## src/rtl/glb_stream_tx_pkg.sv

```systemverilog
// rtl/glb_stream_tx_pkg.sv - shared NoC types: router direction codes and stream TX FSM states
package glb_stream_tx_pkg;

    // Router mode codes driven on router_mode_o.
    typedef enum logic [3:0] {
        ALL        = 4'd0,
        NORTH      = 4'd1,
        SOUTH      = 4'd2,
        WEST       = 4'd3,
        EAST       = 4'd4,
        NORTHSOUTH = 4'd5,
        NORTHWEST  = 4'd6,
        NORTHEAST  = 4'd7,
        SOUTHWEST  = 4'd8,
        SOUTHEAST  = 4'd9,
        WESTEAST   = 4'd10
    } router_dir_e;

    typedef enum logic [1:0] {
        IDLE  = 2'd0,
        RUN   = 2'd1,
        DRAIN = 2'd2,
        DONE  = 2'd3
    } tx_state_e;

endpackage

```

## src/rtl/stream_skid_buf.sv

```systemverilog
// rtl/stream_skid_buf.sv - one-entry skid buffer between GLB read data and the router output register
//
// Ports:
//   clk, reset        clock, asynchronous active-low reset
//   s_tdata, s_tvalid word returning from the GLB this cycle
//   m_tready          output register may accept a word this cycle
//   m_tdata, m_tvalid oldest held word (buffered word first, else the arriving one)
module stream_skid_buf #(
    parameter int DATA_BITWIDTH = 16
) (
    input  logic                     clk,
    input  logic                     reset,
    input  logic [DATA_BITWIDTH-1:0] s_tdata,
    input  logic                     s_tvalid,
    input  logic                     m_tready,
    output logic [DATA_BITWIDTH-1:0] m_tdata,
    output logic                     m_tvalid
);

    logic                     full_q, full_d;
    logic [DATA_BITWIDTH-1:0] buf_q, buf_d;

    always_comb begin
        full_d   = full_q;
        buf_d    = buf_q;
        m_tvalid = full_q | s_tvalid;
        m_tdata  = full_q ? buf_q : s_tdata;
        // An arriving word is parked unless it passes straight through
        // (buffer empty and output ready). The issuer never lets a word
        // arrive while the buffer is full and the output is stalled.
        if (s_tvalid && (full_q || !m_tready)) begin
            buf_d  = s_tdata;
            full_d = 1'b1;
        end else if (full_q && m_tready) begin
            full_d = 1'b0;
        end
    end

    always_ff @(posedge clk or negedge reset) begin
        if (!reset) begin
            full_q <= 1'b0;
            buf_q  <= '0;
        end else begin
            full_q <= full_d;
            buf_q  <= buf_d;
        end
    end

endmodule

```

## src/rtl/glb_stream_tx.sv

```systemverilog
// rtl/glb_stream_tx.sv - streams a block of GLB words into the router west input
//
// Ports:
//   clk, reset                      clock, asynchronous active-low reset
//   start_i, base_addr_i,
//   length_i, mode_i                transfer launch and its parameters (sampled in IDLE)
//   stall_i                         downstream hold; blocks reads and presentation
//   read_req_o, r_addr_o, r_data_i  GLB read port (data one cycle after request)
//   router_data_o, router_enable_o  registered word into the router, one per enable cycle
//   router_mode_o                   mode captured at the last accepted start
//   busy_o, done_o                  transfer in progress / one-cycle completion pulse
module glb_stream_tx
    import glb_stream_tx_pkg::*;
#(
    parameter int DATA_BITWIDTH = 16,
    parameter int ADDR_BITWIDTH = 10
) (
    input  logic                     clk,
    input  logic                     reset,
    input  logic                     start_i,
    input  logic [ADDR_BITWIDTH-1:0] base_addr_i,
    input  logic [ADDR_BITWIDTH-1:0] length_i,
    input  logic [3:0]               mode_i,
    input  logic                     stall_i,
    output logic                     read_req_o,
    output logic [ADDR_BITWIDTH-1:0] r_addr_o,
    input  logic [DATA_BITWIDTH-1:0] r_data_i,
    output logic [DATA_BITWIDTH-1:0] router_data_o,
    output logic                     router_enable_o,
    output logic [3:0]               router_mode_o,
    output logic                     busy_o,
    output logic                     done_o
);

    localparam logic [ADDR_BITWIDTH-1:0] ADDR_ONE = {{(ADDR_BITWIDTH-1){1'b0}}, 1'b1};

    tx_state_e                state_q, state_d;
    logic [ADDR_BITWIDTH-1:0] base_q, base_d;
    logic [ADDR_BITWIDTH-1:0] len_q, len_d;
    logic [ADDR_BITWIDTH-1:0] issued_q, issued_d;
    logic [3:0]               mode_q, mode_d;
    logic                     pending_q, pending_d;
    logic [DATA_BITWIDTH-1:0] data_q, data_d;
    logic                     en_q, en_d;
    logic                     rd_req;
    logic [DATA_BITWIDTH-1:0] word_data;
    logic                     word_valid;

    // pending_q marks that r_data_i carries a word this cycle.
    stream_skid_buf #(
        .DATA_BITWIDTH(DATA_BITWIDTH)
    ) u_skid (
        .clk      (clk),
        .reset    (reset),
        .s_tdata  (r_data_i),
        .s_tvalid (pending_q),
        .m_tready (!stall_i),
        .m_tdata  (word_data),
        .m_tvalid (word_valid)
    );

    always_comb begin
        state_d  = state_q;
        base_d   = base_q;
        len_d    = len_q;
        mode_d   = mode_q;
        issued_d = issued_q;
        rd_req   = 1'b0;
        case (state_q)
            IDLE: begin
                if (start_i) begin
                    base_d   = base_addr_i;
                    len_d    = length_i;
                    mode_d   = mode_i;
                    issued_d = '0;
                    state_d  = (length_i == '0) ? DONE : RUN;
                end
            end
            RUN: begin
                // Reads only go out while unstalled. With stall low the skid
                // slot is guaranteed empty by next cycle, so at most one word
                // is ever pending beyond the output register.
                if (!stall_i) begin
                    rd_req   = 1'b1;
                    issued_d = issued_q + ADDR_ONE;
                    if (issued_d == len_q) begin
                        state_d = DRAIN;
                    end
                end
            end
            DRAIN: begin
                // Nothing arriving and nothing buffered: the last word is
                // either in the output register now or already gone.
                if (!word_valid) begin
                    state_d = DONE;
                end
            end
            DONE: begin
                state_d = IDLE;
            end
            default: begin
                state_d = IDLE;
            end
        endcase

        pending_d = rd_req;
        en_d      = word_valid && !stall_i;
        data_d    = en_d ? word_data : data_q;
    end

    always_ff @(posedge clk or negedge reset) begin
        if (!reset) begin
            state_q   <= IDLE;
            base_q    <= '0;
            len_q     <= '0;
            issued_q  <= '0;
            mode_q    <= ALL;
            pending_q <= 1'b0;
            data_q    <= '0;
            en_q      <= 1'b0;
        end else begin
            state_q   <= state_d;
            base_q    <= base_d;
            len_q     <= len_d;
            issued_q  <= issued_d;
            mode_q    <= mode_d;
            pending_q <= pending_d;
            data_q    <= data_d;
            en_q      <= en_d;
        end
    end

    assign read_req_o      = rd_req;
    assign r_addr_o        = base_q + issued_q;
    assign router_data_o   = data_q;
    assign router_enable_o = en_q;
    assign router_mode_o   = mode_q;
    assign busy_o          = (state_q == RUN) || (state_q == DRAIN);
    assign done_o          = (state_q == DONE);

endmodule

```

## config.mk

```make
export PLATFORM = sky130hd
export DESIGN_NAME = glb_stream_tx
export DESIGN_NICKNAME = d
export VERILOG_FILES = /design/src/rtl/glb_stream_tx_pkg.sv /design/src/rtl/stream_skid_buf.sv /design/src/rtl/glb_stream_tx.sv
export SDC_FILE = /design/constraint.sdc
export NUM_CORES = 1
export LEC_CHECK = 0
export BUFFER_PORTS_ARGS = -buffer_cell sky130_fd_sc_hd__clkbuf_2
export CAP_MARGIN = 40
export CORE_UTILIZATION = 25
export CTS_CLUSTER_SIZE = 14
export DETAILED_ROUTE_END_ITERATION = 6
export MAX_ROUTING_LAYER = met4
export PLACE_DENSITY = 0.51
export SETUP_SLACK_MARGIN = 0.2
export SLEW_MARGIN = 30
export SYNTH_ARGS = -nofsm -noshare
export SYNTH_HDL_FRONTEND = slang
export SYNTH_SLANG_ARGS = --single-unit
```

## constraint.sdc

```tcl
create_clock -name clk -period 4.95 [get_ports clk]
set_input_delay 0.99 -clock clk [delete_from_list [all_inputs] [get_ports clk]]
set_output_delay 0.99 -clock clk [all_outputs]
set_load 0.01 [all_outputs]
```

Word level (Yosys, flattened, before mapping)
Index checks and enable logic that the tools add are counted.

word-level totals
  register bits after elaboration = 71
  input bits = 44
  output and inout port bits = 34
  word-level logic and storage cells = 48

cells by class
  add/sub/neg operators = 2
  equal/unequal tests = 8
  mux-type cells = 14
  bitwise operators = 1
  reduce and logical (&&, ||, !) cells = 13

operators with widths
  cell                                                  count
  2-to-1 mux 10 bit                                     2
  one-hot mux 10 bit (2 select lines)                   1
  2-to-1 mux 16 bit                                     1
  adder 10 x 1 -> 10 bit (second input constant)        1
  adder 10 bit                                          1
  equality test 10 bit                                  1
  logical NOT 10 bit                                    1
  2-to-1 mux 2 bit                                      5
  inequality test 2 bit (second input constant)         4
  one-hot mux 2 bit (4 select lines)                    1
  equality test 2 bit (second input constant)           2
  2-to-1 mux 1 bit                                      4
  AND reduction 4 bit                                   1
  nonzero test 2 bit                                    2
  logical AND 1 bit                                     3
  AND reduction 3 bit                                   1
  equality test 2 x 1 -> 1 bit (second input constant)  1
  logical NOT 2 bit                                     1
  logical OR 1 bit                                      2
  AND reduction 2 bit                                   1
  logical NOT 1 bit                                     1
  OR 1 bit                                              1

Logic depth before layout (Yosys ltp)
Gate-level depths: netlist of run 1.

  word-level depth = 5
  depth in mapped cells = 8
  depth with buffers taken out = 8

Hierarchy
From an unflattened synthesis of run 1, not the netlist that was laid out.

unflattened totals
  cell total of the unflattened synthesis = 318
  area, all modules = 3870.0 um^2

by module, submodules not included
  module           times used  cells each  area an instance (um^2)
  glb_stream_tx    1           262         2974.1
  stream_skid_buf  1           56          895.9

Worst setup path before layout of run 1
No wires, ideal clock.

  kind = register to output
  from = register issued_q[0]
  to = output port r_addr_o[8]
  arrival = 2.132 ns
  data required time = 3.960 ns
  setup slack = 1.828 ns
  cell stages (with the launch flop) = 9
  cell sequence = dfrtp_1 ha_1 fa_1 a21o_1 a21oi_1 nor2b_1 o21a_1 o41ai_1 xnor2_1

between the ends
  longest elaborated chain between the ends = 1

RTL lines
  item                    RTL line              source
  start, declared         glb_stream_tx.sv:40   logic [ADDR_BITWIDTH-1:0] issued_q, issued_d;
  start signal, assigned  glb_stream_tx.sv:125  issued_q <= issued_d;
  adder 10 bit            glb_stream_tx.sv:134  assign r_addr_o = base_q + issued_q;
  end, declared           glb_stream_tx.sv:26   output logic [ADDR_BITWIDTH-1:0] r_addr_o,

No other way between the ends.

Worst setup path in the final report of run 1
Same ends and word-level chain as after synthesis.

==> results.yml, run 1 <==
timing:
  fin_crit_sh: 0.755
  rsz0062_at_grt: "no"
  setup_viol_count_final: 0
  fin_setup_tns_ps: 0
  tightest_slew_ps: 764
  max_freq_mhz: 268
  whs_ps: 482
  max_slew_margin: 0.487
  skew_ps: 5.55
  post-route-min-period_ps: 3740
  slew_violations: 0
  hold_viol: 0
routing:
  wl_per_cell_um: 14.8
  drt_wl_total_um: 8810
  antenna_left: 0
  routed_via_density: 4.65
  drc: 0
  dr_total_vias: 2777
  drtIter0Drc: 86
  first_pass_iters: 6
synth:
  synth_top_area_share: 0.481
  synth_nets: 389
  ys_seq_elements: 71
  synth-edff-count: 0
  netlist_instances: 329
  yosysTopAreaCell: "dfrtp_1"
  synth_ff_type: "dfrtp_1"
  synthesis.area_sq_um: 3690
  synth_warnings: 0
  synth.distinct_cells: 48
  async_reset_ff_frac: 1.00
  yosys-top-cells-area: "dfrtp_1 (48%), mux2_2 (12%), ha_1 (5.1%), o21ai_0 (4.9%), mux2i_1 (4.6%)"
  syn_avg_cell_area_sq_um: 11.2
  synth-seq-area-share: 0.481
pwr:
  power.leakage_nw: 2.08
  total_power_mw: 2.79
  vdd_drop_max_mv: 0.294
  powerDensity_nw_per_um2: 605
die:
  die_h_um: 124
  boundaryPins: 78
  fp.dieW_um: 124
  row_count: 44
  initial_core_util: 0.255
  core-area_sq_um: 14500
  die-area_sq_um: 15300
critical_path:
  crit_fanout: 7
  r2r_end: "state_q[0]"
  r2r-start: "issued_q[1]"
  cp_data_required_time_ps: 3960
  crit_type: "flip-flop to output pin"
  cp_cell_sequence: "ha_1 > fa_1 > a21o_1 > a21oi_1 > nor2b_1 > o21a_1 > o41ai_1 > xnor2_1 > clkbuf_2"
  r2r_slack_ps: 2680
  startpoint: "issued_q[0]"
  crit_end: "r_addr_o[8]"
  ff2ff_path_depth: 7
  endpoint_kind: "output pin"
  cp_slowest_cell: "dfrtp_1"
  crit_path_max_incr_delay_ps: 460
  startpoint_type: "flip-flop"
  critical_path_arrival_ps: 2750
run:
  cap_violations: 0
cts:
  clock_sinks: 71
  post_cts_buffers: 0
  cts_tree: "done"
  clkSlewWorstSetupHoldPaths_ps: 60
  cts_made_buffers: 9
  hold_buffers: 0
  ctsResizeCount: 0
  clkLatencyLatePin_ps: 330
  cts_htree_levels: 3
  cts_buffer_depth: 2
  root_buffer: "clkbuf_16"
final_layout:
  area_growth_pct: 24.9
  n_antenna_cell: 0
  fin_nets: 468
  seqCellArea_sq_um: 1780
  multi_input_area_sq_um: 1840
  final_cells: 597
  fin_area_sq_um: 4610
  nFillCells: 1500
  drive_gt1_frac: 0.354
grt:
  antenna_found_initial: 0
  grt_pass1_wl_um: 14700
  grt_usage: 0.131
  grt_pass1_vias: 2924
  grt_overflow: 0
  grt_max_degree: 43
status:
  status: "finished, final reports clean"
place:
  place_congestion: 0.785
  dp.cells: 581
  io_buffer_count: 77
  place_hpwl_um: 6460
  place_area_sq_um: 4300
hold_path:
  hold_path_class: "flip-flop to flip-flop"
==> state kept, by name, summed over array words and instances (netlist names) <==
signal	flops
base_q	10
pending_q	1
state_q	2
router_enable_o	1
router_data_o	16
router_mode_o	4
u_skid.buf_q	16
len_q	10
issued_q	10
u_skid.full_q	1
==> worst min path at each step <==
stage,cells after the start,slack [ps],startpoint,to
after floorplan,1,480,u_skid.buf_q[10],u_skid.buf_q[10]
after global placement,2,460,router_data_o[5],router_data_o[5]
after detailed placement,2,470,router_data_o[12],router_data_o[12]
after CTS,2,490,router_data_o[0],router_data_o[0]
after global routing,2,510,router_data_o[8],router_data_o[8]
final,2,480,router_data_o[2],router_data_o[2]
==> synthesized netlist by cell type (2+ instances only) <==
master and n:
a21o_1 2, a21oi_1 5, and2_1 3, buf_2 3, buf_6 2, clkbuf_1 5
dfrtp_1 71, ha_1 15, inv_1 5, mux2_2 40, mux2i_1 17, nand2_1 27
nand3_1 8, nand3_2 2, nand4_1 2, nor2_1 17, nor2b_1 6, nor3_1 8
o21ai_0 36, o21ai_1 2, o31ai_1 4, o41ai_1 2, xnor2_1 17, xor2_1 6
==> cell families (layout without fill, tap and decap cells) <==
kind of cell             count (synthesis)  after routing  synth area share
AND/OR/NAND/NOR                         83             83             0.114
flip-flops                              71             71             0.481
AO/OA/AOI/OAI                           60             60            0.0962
multiplexers                            57             57             0.168
XOR/XNOR                                24             24            0.0589
adder cells (fa/ha/maj)                 17             17            0.0589
buffers and inverters                   17            101            0.0234
==> layer usage <==
metal / up-vias / track usage / share of wire
met2: 92 / 0.217 / 0.49
met1: 1347 / 0.152 / 0.43
li1: 1328 / - / -
met4: 0 / 0.0361 / 0.0089
met3: 10 / 0.0440 / 0.075
met5: - / - / 0
==> critical path, delay by kind of cell, from the launching register on <==
family                     cells  cell delay [ps]
DFF                            1              460
and+or+nand+nor                1               70
xor gates and xnor gates       1              160
AOI/OAI and AO/OA              4              930
buffers and inverters          1              150
adders and majority gates      2              660
==> final cells by class <==
| cell class | instances | share of cell area |
|---|---|---|
| multi-input cells | 241 | 0.399 |
| flip-flops and latches | 71 | 0.385 |
| repair buffers | 80 | 0.0933 |
| well taps | 184 | 0.0499 |
| clock buffers | 10 | 0.0496 |
| clock inverters | 6 | 0.0184 |
| inverters | 5 | 0.00407 |
==> stage by stage <==
step | setup slack (ps) | util
after floorplan | 1830 | -
after global placement | 1600 | 0.295
after detailed placement | 1570 | 0.297
after CTS | 1200 | 0.319
after global routing | 1030 | 0.319
final | 1210 | 0.319
==> where the power goes <==
group / leakage (nW) / internal (mW) / switching, mW
combinational: 1.06 / 0.533 / 0.544
clock: 0.148 / 0.439 / 0.247
sequential: 0.876 / 0.834 / 0.195
==> placed cells by master, fill, tap and decap left out, types with 2 or more instances in the layout <==
cell type	count
and2_1	3
o31ai_1	4
mux2i_1	17
nand4_1	2
nor2_1	17
buf_4	3
clkbuf_16	9
clkinv_2	2
o21ai_1	2
nand3_1	8
o41ai_1	2
nand2_1	27
xnor2_1	17
bufinv_16	2
nand3_2	2
dfrtp_1	70
clkbuf_2	76
o21ai_0	36
nor2b_1	6
a21o_1	2
nor3_1	8
ha_1	15
mux2_2	40
clkinvlp_4	2
a21oi_1	5
xor2_1	6
inv_1	5
Power figures use the tool's default switching activity.
==> run 2: changes to the inputs <==
Clock period 4.95 ns to 3.5 ns, I/O delays scaled along.
==> results.yml, run 2 (same netlist as run 1, synthesis figures left out) <==
cts:
  cts_buffer_depth: 2
  cts_htree_levels: 3
  cts_tree: "done"
  root_buffer: "clkbuf_16"
  clkSlewWorstSetupHoldPaths_ps: 50
  cts_made_buffers: 9
  clkLatencyLatePin_ps: 330
  clock_sinks: 71
pwr:
  p_clk_frac: 0.252
  netSwitchingPower_mw: 1.38
  internal-power_mw: 2.61
  vdd_drop_max_mv: 0.417
  powerDensity_nw_per_um2: 858
  power.leakage_nw: 2.10
  pwr-share-comb: 0.385
  seq_power_share: 0.363
  total_power_mw: 3.99
  p_sw_frac: 0.346
routing:
  routed_via_density: 4.63
  wl_per_cell_um: 14.5
  first_pass_iters: 4
  drt_wl_total_um: 8670
  dr_total_vias: 2775
  drc: 0
  antenna_left: 0
  drtIter0Drc: 67
critical_path:
  ff2ff_path_depth: 7
  crit_fanout: 2
  cp_data_required_time_ps: 2800
  startpoint_type: "flip-flop"
  crit_type: "flip-flop to output pin"
  r2r-start: "state_q[1]"
  endpoint_kind: "output pin"
  r2r_end: "issued_q[6]"
  r2r_slack_ps: 1320
  critical_path_arrival_ps: 2470
timing:
  max_slew_margin: 0.533
  max_freq_mhz: 315
  tightest_slew_ps: 696
  hold_viol: 0
  worst_slack_ps: 325
  slew_violations: 0
  setup_viol_count_final: 0
  post-route-min-period_ps: 3170
  rsz0062_at_grt: "no"
  skew_ps: 5.56
  fin_setup_tns_ps: 0
  fin_crit_sh: 0.907
place:
  dp.cells: 582
  place_area_sq_um: 4290
  place_hpwl_um: 6390
  place_congestion: 0.793
  io_buffer_count: 77
  place_ws_ps: 382
grt:
  antenna_found_initial: 0
  grt_pass1_wl_um: 14900
  grt_pass1_vias: 3075
  grt_usage: 0.132
  grt_overflow: 0
  grt_max_degree: 41
die:
  die-area_sq_um: 15300
  boundaryPins: 78
  initial_core_util: 0.255
  core-area_sq_um: 14500
  die_h_um: 124
  row_count: 44
  fp.dieW_um: 124
final_layout:
  mostFrequentLayoutCells: "clkbuf_2 (76), dfrtp_1 (68), mux2_2 (40)"
  area_growth_pct: 25.7
  n_antenna_cell: 0
  drive_gt1_frac: 0.369
  final_cells: 599
  fin_area_sq_um: 4640
  final_common_cell: "clkbuf_2"
  fin_nets: 470
run:
  cap_violations: 0
hold_path:
  hold_path_class: "input port to asynchronous set/reset pin"
status:
  status: "finished, final reports clean"
run 2: cell count changes in the layout (fill, tap and decap cells not counted), moves of 2 or more:
cell	delta
buf_4	+2
clkbuf_8	+2
clkinvlp_4	-2
dfrtp_1	-2
dfrtp_2	+2
run 2: metrics by stage:
stage,utilization,hold slack (ps)
global route,0.321,336
CTS,0.320,315
global placement,0.295,465
floorplan,-,404
finish,0.321,310
detailed placement,0.296,474
run 2: worst max-delay path, cell delays in order (launching register included):
cell      delay (ps)
dfrtp_2          400
ha_2             180
fa_2             350
a21o_1           170
a21oi_2          160
nor2b_1           60
o21a_1           190
o41ai_2          320
xnor2_1          160
clkbuf_2         150
run 2: worst max path at each step:
stage,slack (ps),to,cells past startpoint,start
floorplan,670,r_addr_o[8],8,issued_q[0]
global placement,440,r_addr_o[8],9,issued_q[0]
detailed placement,380,r_addr_o[8],9,issued_q[0]
CTS,200,r_addr_o[8],9,issued_q[0]
global route,210,r_addr_o[8],9,base_q[0]
finish,330,r_addr_o[8],9,issued_q[0]
run 2: repair_timing:
| action | 4_1_cts | 5_1_grt |
|---|---|---|
| setup endpoints to repair | 1 | 2 |
| pin swaps | 0 | 2 |
| hold buffers | 0 | 0 |
| cloned | 0 | 0 |
| resized for setup | 3 | 3 |
| buffers inserted | 0 | 1 |
run 2: layout make-up:
type                            count  area (sq um)
Multi-Input combinational cell    241          1850
Timing Repair Buffer               82           438
Fill cell                        1492          9830
Sequential cell                    71          1780
Clock buffer                       13           260
Inverter                            5          18.8
Tap cell                          184           230
Clock inverter                      3          65.1
run 2: per-layer routing:
metal / part of all wire / vias to the layer above / wire length (um) / track usage
met3: 0.063 / 9 / 547 / 0.0430
met1: 0.45 / 1359 / 3880 / 0.152
met2: 0.48 / 77 / 4140 / 0.219
met5: 0 / - / 0 / -
li1: - / 1330 / - / -
met4: 0.013 / 0 / 109 / 0.0437
run 2: power groups by stage:
stage               logic (mW)  registers [mW]  clock network (mW)
finish                    1.54            1.45                1.00
global route              1.73            1.51                1.07
CTS                       1.54            1.46                1.04
detailed placement        1.54            1.47                   0
global placement          1.49            1.44                   0
floorplan                 1.05            1.42                   0
==> run 3: changes to the inputs <==
--- a/config.mk
+++ b/config.mk
@@ -7,2 +7,3 @@
 export LEC_CHECK = 0
+export ABC_AREA = 1
 export BUFFER_PORTS_ARGS = -buffer_cell sky130_fd_sc_hd__clkbuf_2
==> constraint.sdc (replaced) <==
create_clock -name clk -period 3.5 [get_ports clk]
set_input_delay 0.35 -clock clk [delete_from_list [all_inputs] [get_ports clk]]
set_output_delay 0.35 -clock clk [all_outputs]
set_load 0.01 [all_outputs]
==> results.yml, run 3 <==
timing:
  worst_slack_ps: 756
  tightest_slew_ps: 734
  setup_viol_count_final: 0
  skew_ps: 4.19
  fin_crit_sh: 0.784
  hold_viol: 0
  fin_setup_tns_ps: 0
  post-route-min-period_ps: 2740
  whs_ps: 7.18
  max_slew_margin: 0.511
  slew_violations: 0
  max_freq_mhz: 364
  rsz0062_at_grt: "no"
die:
  boundaryPins: 78
  core-area_sq_um: 14100
  die-area_sq_um: 15100
  row_count: 43
  die_h_um: 123
  initial_core_util: 0.260
  fp.dieW_um: 123
critical_path:
  startpoint_type: "flip-flop"
  critical_path_arrival_ps: 2390
  crit_fanout: 5
  cp_data_required_time_ps: 3150
  endpoint_kind: "output pin"
  crit_type: "flip-flop to output pin"
cts:
  clkSlewWorstSetupHoldPaths_ps: 60
  cts_made_buffers: 9
  hold_buffers: 0
  cts_tree: "done"
  cts_htree_levels: 3
  root_buffer: "clkbuf_16"
  clkLatencyLatePin_ps: 340
  ctsResizeCount: 0
  cts_buffer_depth: 2
  post_cts_buffers: 0
  clock_sinks: 71
place:
  place_congestion: 0.778
  io_buffer_count: 77
  place_ws_ps: 1100
  place_hpwl_um: 6550
  dp.cells: 652
pwr:
  internal-power_mw: 2.62
  p_sw_frac: 0.354
  vdd_drop_max_mv: 0.357
  pwr-share-comb: 0.384
  netSwitchingPower_mw: 1.43
  powerDensity_nw_per_um2: 868
  seq_power_share: 0.348
  power.leakage_nw: 2.25
  p_clk_frac: 0.268
routing:
  antenna_left: 0
  routed_via_density: 4.40
  first_pass_iters: 4
  wl_per_cell_um: 12.9
  dr_total_vias: 2944
  drc: 0
  drt_wl_total_um: 8610
  drtIter0Drc: 114
synth:
  yosysTopAreaCell: "dfrtp_1"
  yosysMostFrequentCell: "nand2_1"
  netlist_instances: 399
  synth-simple-area-share: 0.197
  yosys-top-cells-count: "nand2_1 (91), dfrtp_1 (71), nor2_1 (37)"
  synth.distinct_cells: 27
  synthMuxAreaShare: 0.0985
  synth-edff-count: 0
  synthesis.area_sq_um: 3660
  synthXorXnorAreaFrac: 0.0263
  yosys.area_share.adder: 0.0568
  syn_avg_cell_area_sq_um: 9.17
  synth_top_family_by_area: "simple AND/OR/NAND/NOR gates"
  yosys-top-cells-area: "dfrtp_1 (49%), mux2_2 (9.8%), nand2_1 (9.3%), ha_1 (5.1%), nor2_1 (3.8%)"
  synth_compound_area_frac: 0.0872
  ys_seq_elements: 71
  synth_ff_type: "dfrtp_1"
  synth_top_area_share: 0.485
  async_reset_ff_frac: 1.00
  synth_nets: 459
  synth_warnings: 0
  synth-seq-area-share: 0.485
grt:
  grt_pass1_vias: 3082
  antenna_found_initial: 0
  grt_max_degree: 47
  grt_pass1_wl_um: 14700
  grt_overflow: 0
  grt_usage: 0.131
final_layout:
  final_cells: 669
  final_common_cell: "nand2_1"
  fin_nets: 544
  n_antenna_cell: 0
  drive_gt1_frac: 0.307
  area_growth_pct: 27.5
  finish.utilization: 0.331
  mostFrequentLayoutCells: "nand2_1 (91), clkbuf_2 (76), dfrtp_1 (71)"
run:
  cap_violations: 0
hold_path:
  hold_path_class: "input port to asynchronous set/reset pin"
status:
  status: "finished, final reports clean"
-- run 3: cell type report --
| type | count | area [sq um] |
|---|---|---|
| timing repair buffer | 84 | 465 |
| fill | 1487 | 9430 |
| multi-input combinational | 282 | 1710 |
| clock buffer | 11 | 253 |
| sequential | 71 | 1780 |
| inverter | 36 | 135 |
| tap | 180 | 225 |
| clock inverter | 5 | 104 |
-- run 3: logic make-up after synthesis --
family | Yosys count
compound gates | 53
xor+xnor | 11
fa+ha+maj | 16
buf+inv | 46
flops | 71
mux | 32
simple gates | 170
-- run 3: stage by stage --
stage	total power, mW	area [sq um]
after CTS	4.10	4660
final	4.05	4670
after global routing	4.37	4670
after floorplan	2.44	3660
after detailed placement	2.99	4300
after global placement	2.93	4260
-- run 3: worst max-delay path, cell delays in order, from the launching register on --
cell	delay (ps)
dfrtp_1	440
ha_1	280
fa_1	420
nand3_1	90
nand2_1	80
nand2_1	60
nand2_1	50
nand2_1	50
nand2_1	80
a21oi_1	130
o21bai_1	90
xor2_1	140
clkbuf_2	150
-- run 3: final timing paths --
| kind | endpoint | cells past startpoint | start | slack [ps] |
|---|---|---|---|---|
| max in group asynchronous | base_q[2] | 3 | reset | 2930 |
| max | r_addr_o[8] | 12 | issued_q[0] | 760 |
| min in group clk | pending_q | 2 | stall_i | 250 |
| max reg2reg | issued_q[7] | 7 | state_q[1] | 1560 |
| min reg2reg | router_mode_o[0] | 1 | router_mode_o[0] | 500 |
| min | u_skid.buf_q[15] | 2 | reset | 7 |
-- run 3: power by group through the flow --
stage | clock, mW | sequential, mW | combinational (mW)
3_3_place_gp | 0 | 1.41 | 1.53
5_1_grt | 1.15 | 1.47 | 1.76
4_1_cts | 1.11 | 1.41 | 1.57
6_report | 1.08 | 1.41 | 1.56
3_5_place_dp | 0 | 1.43 | 1.57
2_1_floorplan | 0 | 1.42 | 1.02
-- run 3: metal layers --
metal  routed length [um]  global-route usage
met5                    0                   -
met4                   95              0.0369
met3                  582              0.0438
met2                 4110               0.215
met1                 3820               0.152
